--- config.mk ---
export PLATFORM = sky130hd
export DESIGN_NAME = game_referee
export DESIGN_NICKNAME = d
export VERILOG_FILES = /design/src/rtl/game_pkg.sv /design/src/rtl/game_referee_round_scoreboard.sv /design/src/rtl/game_referee.sv
export SDC_FILE = /design/constraint.sdc
export NUM_CORES = 1
export LEC_CHECK = 0
export ABC_AREA = 1
export CELL_PAD_IN_SITES_DETAIL_PLACEMENT = 0
export CELL_PAD_IN_SITES_GLOBAL_PLACEMENT = 2
export CORE_MARGIN = 5
export CORE_UTILIZATION = 28
export DETAILED_ROUTE_END_ITERATION = 7
export HOLD_SLACK_MARGIN = 0.1
export PLACE_DENSITY = 0.87
export SLEW_MARGIN = 20
export SYNTH_ARGS = -nofsm -noshare
export SYNTH_HDL_FRONTEND = slang
export SYNTH_HIERARCHICAL = 1
export SYNTH_SLANG_ARGS = --single-unit
--- constraint.sdc ---
create_clock -name Clock -period 2.5 [get_ports Clock]
set_clock_uncertainty 0.05 [all_clocks]
set_input_delay 0.625 -clock Clock [delete_from_list [all_inputs] [get_ports Clock]]
set_output_delay 0.625 -clock Clock [all_outputs]
set_load 0.01 [all_outputs]
--- src/rtl/game_pkg.sv ---
`default_nettype none
// +----------------------------------------------------------------------+
// | game_pkg : shared constants, state encoding and code values for the  |
// |            guessing-game referee and correlation stage.              |
// | Revision : 1.0                                                       |
// +----------------------------------------------------------------------+
package game_pkg;

  localparam int SIZE   = 6;
  localparam int ROUNDS = 5;
  localparam int CNT_W  = 3;

  typedef enum logic [2:0] {
    ST_IDLE       = 3'd0,
    ST_WAIT_GUESS = 3'd1,
    ST_EVAL       = 3'd2,
    ST_SAMPLE     = 3'd3,
    ST_DONE       = 3'd4
  } state_t;

  localparam logic [1:0] CMP_INVALID = 2'b00;
  localparam logic [1:0] CMP_FIRST   = 2'b01;
  localparam logic [1:0] CMP_SECOND  = 2'b10;
  localparam logic [1:0] CMP_TIE     = 2'b11;

  localparam logic [1:0] HIT_NONE    = 2'b00;
  localparam logic [1:0] HIT_FIRST   = 2'b01;
  localparam logic [1:0] HIT_SECOND  = 2'b10;
  localparam logic [1:0] HIT_BOTH    = 2'b11;

  localparam logic [1:0] WIN_NONE    = 2'b00;
  localparam logic [1:0] WIN_FIRST   = 2'b01;
  localparam logic [1:0] WIN_SECOND  = 2'b10;
  localparam logic [1:0] WIN_DRAW    = 2'b11;

  function automatic logic [1:0] win_of(input logic [CNT_W-1:0] first,
                                        input logic [CNT_W-1:0] second);
    if (first > second)      return WIN_FIRST;
    else if (first < second) return WIN_SECOND;
    else                     return WIN_DRAW;
  endfunction

endpackage
`default_nettype wire

--- src/rtl/game_referee_round_scoreboard.sv ---
`default_nettype none
// +----------------------------------------------------------------------+
// | round_scoreboard : score, history and round bookkeeping plus the     |
// |                    end-of-game winner decision, updated on sample.   |
// | Revision : 1.0                                                       |
// +----------------------------------------------------------------------+
module round_scoreboard #(
  parameter int ROUNDS = game_pkg::ROUNDS
) (
  input  logic                       Clock,
  input  logic                       Reset,
  input  logic                       clear,
  input  logic                       sample,
  input  logic [1:0]                 cmp_code,
  input  logic [1:0]                 hit_code,
  output logic [game_pkg::CNT_W-1:0] round,
  output logic [game_pkg::CNT_W-1:0] score_first,
  output logic [game_pkg::CNT_W-1:0] score_second,
  output logic [2*ROUNDS-1:0]        history,
  output logic [1:0]                 winner,
  output logic                       protocol_error,
  output logic                       finish
);
  import game_pkg::*;

  localparam logic [CNT_W-1:0] C_MAX = CNT_W'(ROUNDS);

  logic [CNT_W-1:0]   w_first_nx;
  logic [CNT_W-1:0]   w_second_nx;
  logic [CNT_W-1:0]   w_round_nx;
  logic [2*ROUNDS-1:0] w_hist_nx;
  logic [1:0]         w_win_nx;

  always_comb begin
    w_first_nx  = score_first;
    w_second_nx = score_second;
    w_round_nx  = round;
    w_hist_nx   = history;
    if (cmp_code == CMP_FIRST && score_first != C_MAX)
      w_first_nx = score_first + CNT_W'(1);
    if (cmp_code == CMP_SECOND && score_second != C_MAX)
      w_second_nx = score_second + CNT_W'(1);
    if (round != C_MAX)
      w_round_nx = round + CNT_W'(1);
    // Loop over slots keeps the write in range once Round has saturated.
    for (int k = 0; k < ROUNDS; k++)
      if (round == CNT_W'(k))
        w_hist_nx[2*k +: 2] = cmp_code;
    finish   = (hit_code != HIT_NONE) || (w_round_nx == C_MAX);
    w_win_nx = (hit_code != HIT_NONE) ? hit_code : win_of(w_first_nx, w_second_nx);
  end

  always_ff @(posedge Clock or posedge Reset) begin
    if (Reset) begin
      round          <= '0;
      score_first    <= '0;
      score_second   <= '0;
      history        <= '0;
      winner         <= WIN_NONE;
      protocol_error <= 1'b0;
    end else if (clear) begin
      round          <= '0;
      score_first    <= '0;
      score_second   <= '0;
      history        <= '0;
      winner         <= WIN_NONE;
      protocol_error <= 1'b0;
    end else if (sample) begin
      round        <= w_round_nx;
      score_first  <= w_first_nx;
      score_second <= w_second_nx;
      history      <= w_hist_nx;
      if (finish)
        winner <= w_win_nx;
      if (cmp_code == CMP_INVALID)
        protocol_error <= 1'b1;
    end
  end

endmodule
`default_nettype wire

--- src/rtl/game_referee.sv ---
`default_nettype none
// +----------------------------------------------------------------------+
// | game_referee : round sequencer for the two-player guessing game;     |
// |                drives the correlation stage and the scoreboard.      |
// | Revision : 1.0                                                       |
// +----------------------------------------------------------------------+
module game_referee #(
  parameter int ROUNDS = game_pkg::ROUNDS
) (
  input  logic                       Clock,
  input  logic                       Reset,
  input  logic                       Start,
  input  logic                       Guess_Valid,
  output logic                       Guess_Ready,
  output logic                       Eval,
  input  logic [1:0]                 Cmp_Code,
  input  logic [1:0]                 Hit_Code,
  output logic [game_pkg::CNT_W-1:0] Round,
  output logic [game_pkg::CNT_W-1:0] Score_First,
  output logic [game_pkg::CNT_W-1:0] Score_Second,
  output logic [2*ROUNDS-1:0]        History,
  output logic [1:0]                 Winner,
  output logic                       Game_Over,
  output logic                       Protocol_Error
);
  import game_pkg::*;

  state_t r_state;
  state_t w_state_nx;
  logic   w_clear;
  logic   w_finish;

  always_ff @(posedge Clock or posedge Reset) begin
    if (Reset) r_state <= ST_IDLE;
    else       r_state <= w_state_nx;
  end

  always_comb begin
    w_state_nx = r_state;
    w_clear    = 1'b0;
    case (r_state)
      ST_IDLE, ST_DONE: begin
        if (Start) begin
          w_state_nx = ST_WAIT_GUESS;
          w_clear    = 1'b1;
        end
      end
      ST_WAIT_GUESS: if (Guess_Valid) w_state_nx = ST_EVAL;
      ST_EVAL:       w_state_nx = ST_SAMPLE;
      ST_SAMPLE:     w_state_nx = w_finish ? ST_DONE : ST_WAIT_GUESS;
      default:       w_state_nx = ST_IDLE;
    endcase
  end

  // Handshake outputs are pure state decodes, so no input reaches an output.
  assign Guess_Ready = (r_state == ST_WAIT_GUESS);
  assign Eval        = (r_state == ST_EVAL);
  assign Game_Over   = (r_state == ST_DONE);

  round_scoreboard #(.ROUNDS(ROUNDS)) u_scoreboard (
    .Clock          (Clock),
    .Reset          (Reset),
    .clear          (w_clear),
    .sample         (r_state == ST_SAMPLE),
    .cmp_code       (Cmp_Code),
    .hit_code       (Hit_Code),
    .round          (Round),
    .score_first    (Score_First),
    .score_second   (Score_Second),
    .history        (History),
    .winner         (Winner),
    .protocol_error (Protocol_Error),
    .finish         (w_finish)
  );

endmodule
`default_nettype wire

==> metrics list <==
- R2R cell count: 14
* Part of the Yosys area used for sequential elements: 42.16%
- DP HPWL: 2.673 mm
- # setup viols final: 0
- Gr usage total: 10.42%
* Final critical delay including setup and external delays: 2213 ps
- Number of top-level design ports: 33
* Startpoint of the worst-slack reg-to-reg timing path: u_scoreboard/score_second[1]$_DFFE_PP0P_
- Routability-driven placement finished with a final weighted congestion of 0.7253.
- After detailed routing, the total wire length is 3.446 mm.
- Counting every net in the synthesized netlist gives 210.
* Vias in the first global route: 1270
- Post-Synthesis Cell Area: 1484 um2
* Core region area: 5140 um2
- DIE WIDTH: around 83 um
* Max-cap viol count: 0
- Post-route cell area: 1952 um2
- End of the worst register-to-register path: u_scoreboard/winner[0]$_DFFE_PP0P_
* Placed inst area: 1903 um2
- Cell at the root of the clock tree: sky130_fd_sc_hd__clkbuf_8
- For this run, design rule violations remaining after detail routing come to 0.
- RSZ-0062 raised after global routing: false
- Summing over every cut layer, the via total after detailed routing is 1280.
* CP Class: flip-flop to output port
* First drt pass iteration count: 4
- Buffers inserted during clock tree synthesis total 3.
- Once detail routing completed, the nets flagged for antenna violations numbered 0.
- At the worst endpoint, the required time is ~1800 ps.
- TritonCTS built the clock tree.
* Initial core utilization: 28.87%
- After synthesis the netlist holds a flip-flop and latch count of 25.
- The clock drives 25 sinks.
* Critical Path End Type: output port
- Worst Max-Slew Pin Slew: 356.0 ps
* Top-area cell type share of the netlist area: 42.16%
- Dominant cells by area after synthesis: sky130_fd_sc_hd__dfrtp_1, sky130_fd_sc_hd__nand2_1, sky130_fd_sc_hd__ha_1, sky130_fd_sc_hd__inv_1, sky130_fd_sc_hd__nand3_1
- Maximum vdd ir drop: 0.0004007 V
- After global routing the overflow that remains totals 0.
- Of the available clock period, the critical path in the final layout requires 88.53%.
* Max Fclk: 451.8 MHz
- Row generation in the floorplan step produced 26 rows.
* Hold-fix buffers, CTS: 0
- Cell leakage power: approximately 0.99 nW
- Mean cell area of the mapped netlist: between 7 and 8 um2
- The number of hold violations in the final report is 0.
- The die covers 6856 um2.
- Measured against its own limit, the worst slew margin works out to 76.24%.
- After detailed routing, the number of vias per cell comes to between 4 and 5.
* Unique masters post-synth: 25
- Area growth from synthesis to layout: 31.53%
- Clock-pin slew was measured on the worst setup and hold paths at 100 ps.
* Critical Path End: Guess_Ready
- The first global-routing pass estimated 5.975 mm of wire.
* Outcome: finished, final reports clean
* Pin count of the biggest net entering global routing: 17
- Counting every instance in the synthesized netlist gives 190.
- The most critical setup path has its startpoint at r_state[2]$_DFFE_PP0P_.
* Maximum count of clock buffers along a single path: 2
- Wire per inst: 11.56 um
* Crit path max fanout: 5
- Of all cell types, the one taking the most synthesized area is sky130_fd_sc_hd__dfrtp_1.
- In this run the tool buffered the top-level ports with 32 buffer cells.
* Resized Gates After CTS: 0
- Number of nets in the layout: 249
- Final max-slew violation count: 0
- Setup total negative slack on the finished layout was measured at 0 ps.
- At the later pin of the worst-skew pair, clock insertion delay measures 280 ps.
- Data arrives at the worst endpoint at 1540 ps.
- In this run the power density over the cells is approximately 1000 nW/um2.
- Hold timing on the final database bottoms out at a slack of roughly 450 ps.
- Synthesis warning total: 6
- Cells with a size suffix above 1 make up 9.211% of the layout.
* Category of the worst setup path launch point: flip-flop
- Hold Crit Class: flip-flop to flip-flop
* Iteration-0 DRC Markers: 50
- Die Y-Extent: 82.80 um
- The setup check on the worst reg-to-reg path leaves a slack of 520 ps.
- In this run the post-CTS setup repair buffer count came out at 0.
- The initial antenna violation count came to 0.
* Number of levels the H-tree was split into: 1
- The repair_antennas step left the layout with diodes totalling 0.
[worst max-delay path, stage by stage, from the launching register on]
cell                              delay (ps)
sky130_fd_sc_hd__dfrtp_1                 450
sky130_fd_sc_hd__inv_2                   100
sky130_fd_sc_hd__nand3_1                 110
sky130_fd_sc_hd__inv_1                    70
sky130_fd_sc_hd__clkdlybuf4s50_1         520
[cell usage in the layout, fill, tap and decap left out, types with 2 or more instances in the layout]
| cell type | synthesis | routed |
|---|---|---|
| sky130_fd_sc_hd__buf_4 | 0 | 3 |
| sky130_fd_sc_hd__nand2_1 | 52 | 52 |
| sky130_fd_sc_hd__o21ai_1 | 2 | 2 |
| sky130_fd_sc_hd__inv_1 | 27 | 27 |
| sky130_fd_sc_hd__clkbuf_8 | 0 | 3 |
| sky130_fd_sc_hd__inv_2 | 5 | 5 |
| sky130_fd_sc_hd__o21ai_0 | 16 | 16 |
| sky130_fd_sc_hd__nand2_2 | 2 | 2 |
| sky130_fd_sc_hd__clkdlybuf4s50_1 | 0 | 32 |
| sky130_fd_sc_hd__ha_1 | 12 | 12 |
| sky130_fd_sc_hd__nor2_4 | 2 | 2 |
| sky130_fd_sc_hd__nor2_1 | 10 | 10 |
| sky130_fd_sc_hd__dfrtp_1 | 25 | 25 |
| sky130_fd_sc_hd__nand3_1 | 20 | 20 |
| sky130_fd_sc_hd__nand3_2 | 2 | 2 |
| sky130_fd_sc_hd__a21oi_1 | 3 | 3 |
[synthesized netlist by cell type]
master / count
sky130_fd_sc_hd__a21oi_1: 3
sky130_fd_sc_hd__o211ai_1: 1
sky130_fd_sc_hd__nor3_1: 1
sky130_fd_sc_hd__dfrtp_1: 25
sky130_fd_sc_hd__nor2_2: 1
sky130_fd_sc_hd__nand2_1: 52
sky130_fd_sc_hd__nor3_2: 1
sky130_fd_sc_hd__and2_1: 1
sky130_fd_sc_hd__ha_1: 12
sky130_fd_sc_hd__inv_1: 27
sky130_fd_sc_hd__xor2_1: 1
sky130_fd_sc_hd__o21ai_0: 16
sky130_fd_sc_hd__buf_6: 1
sky130_fd_sc_hd__nand3_1: 20
sky130_fd_sc_hd__nor2_1: 10
sky130_fd_sc_hd__nand3_2: 2
sky130_fd_sc_hd__o21bai_1: 1
sky130_fd_sc_hd__nand2_2: 2
sky130_fd_sc_hd__xnor2_1: 1
sky130_fd_sc_hd__nand2_4: 1
sky130_fd_sc_hd__nor2_4: 2
sky130_fd_sc_hd__a31oi_1: 1
sky130_fd_sc_hd__inv_2: 5
sky130_fd_sc_hd__o21ai_1: 2
sky130_fd_sc_hd__nand4_1: 1
[area by class of cell]
type	instances	area [um2]
Fill cell	589	3188
Multi-Input combinational cell	132	726.9
Timing Repair Buffer	35	342.8
Sequential cell	25	625.6
Tap cell	70	87.58
Inverter	32	120.1
Clock buffer	3	41.29
Clock inverter	1	7.507
[routing by layer]
layer	track usage [%]	vias to the layer above	wire [um]	part of all wire (%)
li1	-	682	-	-
met2	17.27	26	1630	47
met3	2.871	5	146	4.2
met1	13.55	567	1635	47
met4	2.229	0	34	0.99
met5	0	-	0	0
[per-stage QoR]
stage	utilization [%]	power [W]	cells	setup slack (ps)
floorplan	-	0.001282	190	681.8
global placement	37.03	0.001730	294	66.33
detailed placement	37.03	0.001736	294	32.87
CTS	37.97	0.001998	298	263.7
global route	37.97	0.002133	298	130.1
finish	37.97	0.001958	298	286.8
[power breakdown]
| group | switching [W] | internal (W) | leakage [nW] |
|---|---|---|---|
| registers | 0.000143 | 0.000542 | 0.336 |
| logic | 0.000549 | 0.000474 | 0.632 |
| clock network | 0.000137 | 0.000113 | 0.0217 |
[sequential cells by signal, summed over array words and instances, names as in the netlist]
| name | cells |
|---|---|
| u_scoreboard/history | 10 |
| r_state | 3 |
| u_scoreboard/round | 3 |
| u_scoreboard/score_first | 3 |
| u_scoreboard/score_second | 3 |
| u_scoreboard/winner | 2 |
| u_scoreboard/protocol_error | 1 |
[worst min path at each step]
stage / slack [ps] / from / cells past startpoint / to
2_1_floorplan: 330 / Reset / 1 / r_state[0]$_DFFE_PP0P_
3_3_place_gp: 420 / u_scoreboard/winner[1]$_DFFE_PP0P_ / 2 / u_scoreboard/winner[1]$_DFFE_PP0P_
3_5_place_dp: 420 / u_scoreboard/winner[1]$_DFFE_PP0P_ / 2 / u_scoreboard/winner[1]$_DFFE_PP0P_
4_1_cts: 450 / u_scoreboard/winner[1]$_DFFE_PP0P_ / 2 / u_scoreboard/winner[1]$_DFFE_PP0P_
5_1_grt: 490 / u_scoreboard/history[2]$_DFFE_PP0P_ / 2 / u_scoreboard/history[2]$_DFFE_PP0P_
6_report: 450 / u_scoreboard/winner[0]$_DFFE_PP0P_ / 2 / u_scoreboard/winner[0]$_DFFE_PP0P_
[kinds of logic after synthesis]
| group | synth area share, % |
|---|---|
| compound gates | 8.517 |
| xor+xnor | 1.181 |
| fa+ha+maj | 10.12 |
| buf+inv | 8.854 |
| flops | 42.16 |
| simple gates | 29.17 |
No activity file was read; power rests on OpenSTA's default activity.
